===== src/rtl/muldiv_unit.sv =====
// muldiv_unit: multi-cycle multiply/divide unit owning the HI/LO registers.
// Define MDU_DIV_EN to build the radix-2 restoring divider (DIV/DIVU).
module muldiv_unit #(
    parameter int WIDTH = 32,
    parameter int OPW   = 8
) (
    input  logic             clk,
    input  logic             rst,
    input  logic             valid_i,
    input  logic [OPW-1:0]   alucontrol_i,
    input  logic [WIDTH-1:0] a_i,
    input  logic [WIDTH-1:0] b_i,
    input  logic             flush_i,
    output logic             busy_o,
    output logic             stall_o,
    output logic             done_o,
    output logic [WIDTH-1:0] hi_o,
    output logic [WIDTH-1:0] lo_o
);

    localparam logic [OPW-1:0] OP_MULT  = OPW'(8'b00011000);
    localparam logic [OPW-1:0] OP_MULTU = OPW'(8'b00011001);
    localparam logic [OPW-1:0] OP_MTHI  = OPW'(8'b00010001);
    localparam logic [OPW-1:0] OP_MTLO  = OPW'(8'b00010011);
`ifdef MDU_DIV_EN
    localparam logic [OPW-1:0] OP_DIV   = OPW'(8'b00011010);
    localparam logic [OPW-1:0] OP_DIVU  = OPW'(8'b00011011);
    localparam logic [WIDTH-1:0] ONE    = WIDTH'(1);
`endif

`ifdef MDU_DIV_EN
    typedef enum logic [1:0] {
        S_IDLE = 2'd0,
        S_MUL  = 2'd1,
        S_DIV  = 2'd2,
        S_DONE = 2'd3
    } state_t;
`else
    typedef enum logic [1:0] {
        S_IDLE = 2'd0,
        S_MUL  = 2'd1,
        S_DONE = 2'd3
    } state_t;
`endif

    state_t           state_q, state_d;
    logic [WIDTH-1:0] hi_q, hi_d;
    logic [WIDTH-1:0] lo_q, lo_d;
    logic [WIDTH-1:0] a_q, a_d;
    logic [WIDTH-1:0] b_q, b_d;
    logic             sgn_q, sgn_d;
`ifdef MDU_DIV_EN
    logic [5:0]       cnt_q, cnt_d;
    logic [WIDTH-1:0] rem_q, rem_d;
    logic             dz_q, dz_d;
    logic             qneg_q, qneg_d;
    logic             rneg_q, rneg_d;
`endif

    logic op_mul, op_div, op_sgn, op_mthi, op_mtlo;
    logic can_acc;

    assign op_mul  = (alucontrol_i == OP_MULT) ||
                     (alucontrol_i == OP_MULTU);
    assign op_mthi = (alucontrol_i == OP_MTHI);
    assign op_mtlo = (alucontrol_i == OP_MTLO);
`ifdef MDU_DIV_EN
    assign op_div  = (alucontrol_i == OP_DIV) ||
                     (alucontrol_i == OP_DIVU);
    assign op_sgn  = (alucontrol_i == OP_MULT) ||
                     (alucontrol_i == OP_DIV);
`else
    assign op_div  = 1'b0;
    assign op_sgn  = (alucontrol_i == OP_MULT);
`endif

    assign can_acc = (state_q == S_IDLE) || (state_q == S_DONE);
`ifdef MDU_DIV_EN
    assign busy_o  = (state_q == S_MUL) || (state_q == S_DIV);
`else
    assign busy_o  = (state_q == S_MUL);
`endif
    assign stall_o = busy_o | (valid_i & (op_mul | op_div) & can_acc);
    assign done_o  = (state_q == S_DONE);
    assign hi_o    = hi_q;
    assign lo_o    = lo_q;

    // Sign-extending to 2*WIDTH lets one multiplier serve both MULT and MULTU.
    logic [2*WIDTH-1:0] a_ext, b_ext, prod;
    logic [WIDTH-1:0]   res_hi, res_lo;

    assign a_ext = {{WIDTH{sgn_q & a_q[WIDTH-1]}}, a_q};
    assign b_ext = {{WIDTH{sgn_q & b_q[WIDTH-1]}}, b_q};
    assign prod  = a_ext * b_ext;

`ifdef MDU_DIV_EN
    // Divide-by-zero rides the MUL state so it shares the 2-cycle latency.
    assign res_hi = dz_q ? a_q : prod[2*WIDTH-1:WIDTH];
    assign res_lo = dz_q ? '1  : prod[WIDTH-1:0];

    logic [WIDTH:0]   shl, diff;
    logic             q_bit;
    logic [WIDTH-1:0] rem_nx, quo_nx, a_mag, b_mag;

    // a_q holds the dividend shifting out and the quotient shifting in.
    assign shl    = {rem_q, a_q[WIDTH-1]};
    assign diff   = shl - {1'b0, b_q};
    assign q_bit  = ~diff[WIDTH];
    assign rem_nx = q_bit ? diff[WIDTH-1:0] : shl[WIDTH-1:0];
    assign quo_nx = {a_q[WIDTH-2:0], q_bit};
    assign a_mag  = (op_sgn & a_i[WIDTH-1]) ? ~a_i + ONE : a_i;
    assign b_mag  = (op_sgn & b_i[WIDTH-1]) ? ~b_i + ONE : b_i;
`else
    assign res_hi = prod[2*WIDTH-1:WIDTH];
    assign res_lo = prod[WIDTH-1:0];
`endif

    always_comb begin
        state_d = state_q;
        hi_d    = hi_q;
        lo_d    = lo_q;
        a_d     = a_q;
        b_d     = b_q;
        sgn_d   = sgn_q;
`ifdef MDU_DIV_EN
        cnt_d   = cnt_q;
        rem_d   = rem_q;
        dz_d    = dz_q;
        qneg_d  = qneg_q;
        rneg_d  = rneg_q;
`endif
        unique case (state_q)
            S_IDLE, S_DONE: begin
                state_d = S_IDLE;
                if (valid_i && !flush_i) begin
                    unique case (1'b1)
                        op_mul: begin
                            state_d = S_MUL;
                            a_d     = a_i;
                            b_d     = b_i;
                            sgn_d   = op_sgn;
`ifdef MDU_DIV_EN
                            dz_d    = 1'b0;
`endif
                        end
`ifdef MDU_DIV_EN
                        op_div: begin
                            sgn_d = op_sgn;
                            if (b_i == '0) begin
                                state_d = S_MUL;
                                dz_d    = 1'b1;
                                a_d     = a_i;
                            end else begin
                                state_d = S_DIV;
                                dz_d    = 1'b0;
                                a_d     = a_mag;
                                b_d     = b_mag;
                                rem_d   = '0;
                                cnt_d   = 6'(WIDTH-1);
                                qneg_d  = op_sgn &
                                          (a_i[WIDTH-1] ^ b_i[WIDTH-1]);
                                rneg_d  = op_sgn & a_i[WIDTH-1];
                            end
                        end
`endif
                        op_mthi: begin
                            hi_d    = a_i;
                            state_d = S_DONE;
                        end
                        op_mtlo: begin
                            lo_d    = a_i;
                            state_d = S_DONE;
                        end
                        default: ;
                    endcase
                end
            end
            S_MUL: begin
                if (flush_i) begin
                    state_d = S_IDLE;
                end else begin
                    hi_d    = res_hi;
                    lo_d    = res_lo;
                    state_d = S_DONE;
                end
            end
`ifdef MDU_DIV_EN
            S_DIV: begin
                if (flush_i) begin
                    state_d = S_IDLE;
                end else begin
                    rem_d = rem_nx;
                    a_d   = quo_nx;
                    if (cnt_q == 6'd0) begin
                        state_d = S_DONE;
                        lo_d    = qneg_q ? ~quo_nx + ONE : quo_nx;
                        hi_d    = rneg_q ? ~rem_nx + ONE : rem_nx;
                    end else begin
                        cnt_d = cnt_q - 6'd1;
                    end
                end
            end
`endif
            default: state_d = S_IDLE;
        endcase
    end

    always_ff @(posedge clk) begin
        if (rst) begin
            state_q <= S_IDLE;
            hi_q    <= '0;
            lo_q    <= '0;
            a_q     <= '0;
            b_q     <= '0;
            sgn_q   <= 1'b0;
`ifdef MDU_DIV_EN
            cnt_q   <= '0;
            rem_q   <= '0;
            dz_q    <= 1'b0;
            qneg_q  <= 1'b0;
            rneg_q  <= 1'b0;
`endif
        end else begin
            state_q <= state_d;
            hi_q    <= hi_d;
            lo_q    <= lo_d;
            a_q     <= a_d;
            b_q     <= b_d;
            sgn_q   <= sgn_d;
`ifdef MDU_DIV_EN
            cnt_q   <= cnt_d;
            rem_q   <= rem_d;
            dz_q    <= dz_d;
            qneg_q  <= qneg_d;
            rneg_q  <= rneg_d;
`endif
        end
    end

endmodule


===== config.mk =====
export PLATFORM = sky130hd
export DESIGN_NAME = muldiv_unit
export DESIGN_NICKNAME = d
export VERILOG_FILES = /design/src/rtl/muldiv_unit.sv
export SDC_FILE = /design/constraint.sdc
export NUM_CORES = 2
export LEC_CHECK = 0
export CORE_MARGIN = 2
export CORE_UTILIZATION = 30
export DETAILED_ROUTE_END_ITERATION = 8
export GPL_TIMING_DRIVEN = 0
export PLACE_DENSITY = 0.47
export SLEW_MARGIN = 20
export SYNTH_ARGS = -nofsm -noshare
export SYNTH_HDL_FRONTEND = slang
export SYNTH_SLANG_ARGS = --single-unit

===== constraint.sdc =====
create_clock -name clk -period 10.1 [get_ports clk]
set_clock_uncertainty 0.1 [all_clocks]
set_input_delay 2.02 -clock clk [delete_from_list [all_inputs] [get_ports clk]]
set_output_delay 2.02 -clock clk [all_outputs]
set_load 0.005 [all_outputs]

-- Word level (Yosys, flattened, before mapping)
Cells that the tools add are included.
- multiply operators: 1
- equal/unequal tests: 10
- mux-type cells: 12
- bitwise gates (word level): 5
- reductions and logical operators: 11
- operators by type and width (kind ; number):
    32-bit two-way mux ; 6
    32-bit one-hot mux with 2 select lines ; 2
    33-bit by 33-bit multiplier with 64-bit output ; 1
    8-bit by 5-bit equality test with 1-bit output, second input constant ; 4
    2-bit inequality test, second input constant ; 4
    2-bit one-hot mux with 2 select lines ; 2
    4-bit AND reduction ; 2
    1-bit bitwise AND ; 4
    2-bit two-way mux ; 2
    2-bit OR reduction ; 2
    3-bit AND reduction ; 1
    2-bit by 1-bit equality test with 1-bit output, second input constant ; 1
    2-bit equality test, second input constant ; 1
    2-bit zero test ; 1
    1-bit logical OR ; 2
    2-bit nonzero test ; 1
    1-bit logical AND ; 1
    1-bit zero test ; 1
    1-bit bitwise OR ; 1
- bits in registers: 131
- output and inout port bits: 67

-- Depth between registers and ports, before layout
- depth in word-level cells: 5
- depth in mapped cells: 32
- gate-level depth less buffers: 29

-- Worst setup path before layout
No wires, ideal clock.
- kind: register -> register
- start point: register a_q[31]
- end point: register hi_q[31], in the netlist hi_o[31]
- setup time: 0.132 ns
- arrival time: 7.890 ns
- setup slack: 1.978 ns
- stages on the path, launching flop included: 31
- path buffers: 3
- period minus slack after synthesis: 8.122 ns
- path through: dfxtp_1 clkbuf_1 and2_1 clkbuf_1 nand2_1 inv_1 fa_1 inv_1 fa_1 inv_1 fa_1 fa_1 inv_1 fa_1 inv_1 fa_1 inv_1 fa_1 fa_1 inv_1 ha_1 clkbuf_1 and3_1 and2_1 a221oi_1 nand2_1 o211ai_1 a21oi_1 o31a_1 o21ai_1 a21oi_1
- longest elaborated chain between the ends: 4
- ends and longest elaborated chain (element ; line ; source):
    start: declaration ; 49 ; logic [WIDTH-1:0] a_q, a_d;
    start signal: assignment ; 213 ; a_q <= '0;
    start signal: assignment ; 227 ; a_q <= a_d;
    1-bit bitwise AND ; 92 ; assign a_ext = {{WIDTH{sgn_q & a_q[WIDTH-1]}}, a_q};
    33-bit by 33-bit multiplier with 64-bit output (*) ; 94 ; assign prod = a_ext * b_ext;
    32-bit two-way mux (*) ; 179 ; if (flush_i) begin
    32-bit one-hot mux with 2 select lines (*) ; 132 ; unique case (state_q)
    end signal: assignment ; 225 ; hi_q <= hi_d;
    end: declaration ; 47 ; logic [WIDTH-1:0] hi_q, hi_d;
Every way passes the cells marked *; elsewhere a longest branch is shown, timed or not. The select of a mux whose other input is x is not followed.
A chain may end at the register's enable or synchronous reset.

-- Final worst setup path
- start point: register b_q[7]
- end point: register hi_q[30], in the netlist hi_o[30]
- longest elaborated chain between the ends: 3
- ends and longest elaborated chain (element ; line ; source):
    start: declaration ; 50 ; logic [WIDTH-1:0] b_q, b_d;
    start signal: assignment ; 214 ; b_q <= '0;
    start signal: assignment ; 228 ; b_q <= b_d;
    33-bit by 33-bit multiplier with 64-bit output ; 94 ;
    32-bit two-way mux ; 179 ;
    32-bit one-hot mux with 2 select lines ; 132 ;
Every way passes these cells. The select of a mux whose other input is x is not followed.

==> results_tabular.tex <==
\begin{tabular}{lr}
\hline
Metric & Value \\
\hline
\multicolumn{2}{l}{\textbf{Run status}} \\
\quad Run status & finished, final reports clean \\
\multicolumn{2}{l}{\textbf{CTS}} \\
\quad Buffers from clock root to sink, at most & 2 \\
\quad TritonCTS clock tree & done \\
\quad TritonCTS buffer count & 17 \\
\quad Number of hold buffers added after CTS & 0 \\
\quad Cell at the root of the clock tree & sky130\_fd\_sc\_hd\_\_clkbuf\_16 \\
\quad Clock transition at the registers of the reported paths & 70 ps \\
\quad Clock sink count & 131 \\
\quad Worst-skew pair later-pin latency & 480 ps \\
\quad Max H-tree Level & 4 \\
\multicolumn{2}{l}{\textbf{Layout}} \\
\quad Area growth from synthesis to layout & 10.45\% \\
\quad Final net count & 6,386 \\
\quad Area used by multi-input combinational logic & 35,200 um\^{}2 \\
\quad Design area & 47,550 um\^{}2 \\
\quad Sequential cell area in the final layout & 2623 um\^{}2 \\
\quad Fill cell instance count of the final layout & 15,360 \\
\quad Ratio of cells with drive above 1 in the final layout & 1.706\% \\
\quad Fin cells & 6,899 \\
\multicolumn{2}{l}{\textbf{Placed design}} \\
\quad Routability Congestion & 0.9425 \\
\quad Cell Area, Placed & 46,890 um\^{}2 \\
\quad Worst slack, placed & -378.0 ps \\
\quad Detailed placer's ending HPWL & 152.5 mm \\
\quad Count of port buffers added during placement & 142 \\
\quad Number of cells after detailed placement & 6,853 \\
\multicolumn{2}{l}{\textbf{Setup path}} \\
\quad Type of element launching the critical path & register \\
\quad Worst endpoint required time & 10,320 ps \\
\quad Data arrival time of the critical path & 10,090 ps \\
\quad Critical path endpoint category & register \\
\quad Critical Path Start & b\_q[7]\$\_SDFFE\_PP0P\_ \\
\quad Maximum fanout along the worst path & 10 \\
\quad Worst-path cell with the longest stage delay & sky130\_fd\_sc\_hd\_\_clkbuf\_1 \\
\quad RR Startpoint & b\_q[7]\$\_SDFFE\_PP0P\_ \\
\quad Path type of the worst setup path & register to register \\
\quad Highest cell delay on the worst timing path & 720 ps \\
\quad Cell mode on critical path & sky130\_fd\_sc\_hd\_\_fa\_1 \\
\multicolumn{2}{l}{\textbf{Die}} \\
\quad Count of pins on the block boundary & 143 \\
\quad Row Count & 139 \\
\quad Die outline height & 382.8 um \\
\quad Starting utilization of the core area & 30.11\% \\
\quad Floorplan die area & 146,600 um\^{}2 \\
\quad Die boundary width & 382.8 um \\
\quad Core area & 143,000 um\^{}2 \\
\multicolumn{2}{l}{\textbf{Synth}} \\
\quad Number of synthesized register bits & 131 \\
\quad Synthesized netlist cell count & 4,806 \\
\quad Average cell area after synthesis & 8.958 um\^{}2 \\
\quad Simple-gate share of the synthesized area & 15.55\% \\
\quad Ranking of synthesized cells by instance count & 1,125 x sky130\_fd\_sc\_hd\_\_fa\_1, 1,105 x sky130\_fd\_sc\_hd\_\_inv\_1, 891 x sky130\_fd\_sc\_hd\_\_nand2\_1, 363 x sky130\_fd\_sc\_hd\_\_and2\_1, 287 x sky130\_fd\_sc\_hd\_\_clkbuf\_1 \\
\quad Dominant cell by count in the synthesized netlist & sky130\_fd\_sc\_hd\_\_fa\_1 \\
\quad Part of the Yosys area used for sequential elements & 6.092\% \\
\quad Combinational family with the most area after synthesis & adder cells \\
\quad Top area cells in the synthesized netlist & sky130\_fd\_sc\_hd\_\_fa\_1 52\%, sky130\_fd\_sc\_hd\_\_inv\_1 9.6\%, sky130\_fd\_sc\_hd\_\_nand2\_1 7.8\%, sky130\_fd\_sc\_hd\_\_ha\_1 6.2\%, sky130\_fd\_sc\_hd\_\_dfxtp\_1 6.1\% \\
\quad Netlist area before placement & 43,050 um\^{}2 \\
\quad Share of synthesized area spent on multiplexers & 0.3517\% \\
\quad Fraction of the mapped netlist area in adder cells & 58.56\% \\
\quad Asr flop ratio synth & 0\% \\
\quad Cell type contributing the most total cell area after synthesis & sky130\_fd\_sc\_hd\_\_fa\_1 \\
\quad Post-synthesis share of cell area spent on xor and xnor gates & 1.444\% \\
\quad Post-synth EDFFs & 0 \\
\quad Area share of the largest cell type after synthesis & 52.31\% \\
\quad Complex-gate fraction of the synthesized area & 5.827\% \\
\quad Main synth FF type & sky130\_fd\_sc\_hd\_\_dfxtp\_1 \\
\quad Mapped Nets & 6,222 \\
\quad Synthesis warning total & 0 \\
\quad Distinct cells, synth & 69 \\
\multicolumn{2}{l}{\textbf{Routing}} \\
\quad Pre-Repair DR Iteration Count & 5 \\
\quad Via density & 4.930 \\
\quad Residual DRC count & 0 \\
\quad Vias & 34,010 \\
\quad Routed WL & 176.8 mm \\
\quad Violation count after the first detailed-route iteration & 2,651 \\
\quad Post-route antenna net violation count & 0 \\
\quad Routed wire length per instance & 25.62 um \\
\multicolumn{2}{l}{\textbf{GRT}} \\
\quad Largest net degree at the start of global routing & 17 \\
\quad Number of global-route vias before repair & 36,130 \\
\quad Total congestion overflow after global routing & 0 \\
\quad Global-route usage over all layers & 24.47\% \\
\quad Global-route wire length before repair & 255.4 mm \\
\quad Initial antenna violation count & 22 \\
\multicolumn{2}{l}{\textbf{STA}} \\
\quad Fmax & 101.4 MHz \\
\quad Final hold slack & 378.2 ps \\
\quad Post-layout worst setup margin & 236.6 ps \\
\quad Final Slew Violations & 0 \\
\quad Shortest period the worst path allows & 9863 ps \\
\quad Setup repair after global routing missed its margin & false \\
\quad Hold Violations, Final & 0 \\
\quad Part of the cycle the worst path needs & 97.66\% \\
\quad Transition at the pin with the smallest max-transition slack & 1221 ps \\
\quad Total setup violations reported at the end of the flow & 0 \\
\quad Worst slew margin relative to its limit & 18.59\% \\
\multicolumn{2}{l}{\textbf{Power}} \\
\quad Clock share of power & 52.8\% \\
\quad Reported net switching power & 355.9 uW \\
\quad Static power due to leakage & 0.02242 uW \\
\quad P per Cell Area & 26.42 nW/um\^{}2 \\
\quad Internal power & 900.4 uW \\
\quad VDD IR-drop max & 0.1170 mV \\
\quad Sw Ratio & 28.33\% \\
\quad Register share of total power & 41.2\% \\
\quad Combinational group share of total power & 6.0\% \\
\multicolumn{2}{l}{\textbf{Hold path}} \\
\quad Path type of the worst min-delay path & register to register \\
\quad Hold\_sp & hi\_o[29]\$\_SDFFE\_PP0P\_ \\
\multicolumn{2}{l}{\textbf{Job}} \\
\quad Maxcap violations & 0 \\
\hline
\end{tabular}
[per-stage QoR]
stage          utilization, %  TNS, ps  power (uW)
2_1_floorplan               -        0       546.1
3_3_place_gp            32.77    -1040       604.0
3_5_place_dp            32.80   -651.3       603.5
4_1_cts                 33.22        0        1260
5_1_grt                 33.24        0        1279
6_report                33.26        0        1256
[power groups by stage]
stage	clock network, uW	logic [uW]	registers, uW
final	663	75.3	518
after floorplan	0	17.0	529
after CTS	668	73.8	518
after global routing	684	77.0	518
after global placement	0	73.9	530
after detailed placement	0	73.5	530
[cells in the final DEF (no fill, tap or decap), types with 13 or more instances in the layout]
master and instances:
sky130_fd_sc_hd__nor2b_1 16, sky130_fd_sc_hd__diode_2 13, sky130_fd_sc_hd__xor2_1 27, sky130_fd_sc_hd__nand2b_1 14
sky130_fd_sc_hd__clkbuf_2 15, sky130_fd_sc_hd__clkbuf_16 17, sky130_fd_sc_hd__mux2i_1 14, sky130_fd_sc_hd__dfxtp_1 131
sky130_fd_sc_hd__xnor2_1 44, sky130_fd_sc_hd__nand2_1 891, sky130_fd_sc_hd__ha_1 215, sky130_fd_sc_hd__clkbuf_1 272
sky130_fd_sc_hd__fa_1 1123, sky130_fd_sc_hd__a21oi_1 154, sky130_fd_sc_hd__nand4_1 16, sky130_fd_sc_hd__a31oi_1 26
sky130_fd_sc_hd__inv_1 1105, sky130_fd_sc_hd__clkdlybuf4s50_1 142, sky130_fd_sc_hd__nor2_1 70, sky130_fd_sc_hd__o21ai_0 76
sky130_fd_sc_hd__and3_1 26, sky130_fd_sc_hd__nand3_1 17, sky130_fd_sc_hd__and2_1 363, sky130_fd_sc_hd__a211oi_1 25
sky130_fd_sc_hd__a21o_1 45
[registers in the layout, summed over array words and instances, names as in the netlist]
register,count
a_q,32
b_q,32
hi_o,32
lo_o,32
state_q,2
sgn_q,1
[layer usage]
layer  vias up  part of all wire (%)  GRT usage, %
met5         -                 0.026             0
met4         6                   4.8         10.07
met3       288                   6.5         3.259
met2      1231                    47         40.01
met1     18140                    41         32.64
li1      14350                     -             -
[repair_timing]
action / CTS / global route
resized for setup: 2 / 28
buffers inserted: 0 / 1
setup endpoints to repair: 3 / 5
gates cloned: 0 / 0
pin swaps: 0 / 1
[worst max-delay path, delay by kind of cell, from the launching register on]
kind            cells  cell delay, ps
fa+ha+maj           9            4390
xor+xnor            1             190
compound gates      8            2610
flops               1             300
buf+inv             7            1550
simple gates        3             520
[path summary, 6_finish.rpt]
kind,to,slack [ps],depth (start not counted)
min reg2reg,hi_o[29]$_SDFFE_PP0P_,380,2
min,hi_o[29]$_SDFFE_PP0P_,380,2
max,hi_o[30]$_SDFFE_PP0P_,240,28
max reg2reg,hi_o[30]$_SDFFE_PP0P_,240,28
[logic make-up after synthesis]
kind of cell,Yosys count
AO/OA/AOI/OAI,400
flip-flops,131
adder cells (fa/ha/maj),1340
buffers and inverters,1395
multiplexers,15
AND/OR/NAND/NOR,1454
XOR/XNOR,71
[layout make-up]
cell class / count / area share (%)
Multi-Input combinational cell: 3280 / 74.04
Inverter: 1105 / 8.723
Sequential cell: 131 / 5.516
Tap cell: 1903 / 5.008
Timing Repair Buffer: 145 / 3.074
Buffer: 290 / 2.339
Clock buffer: 17 / 0.8947
Clock inverter: 15 / 0.3421
Antenna cell: 13 / 0.06842
No activity file was read; power rests on OpenSTA's default activity.
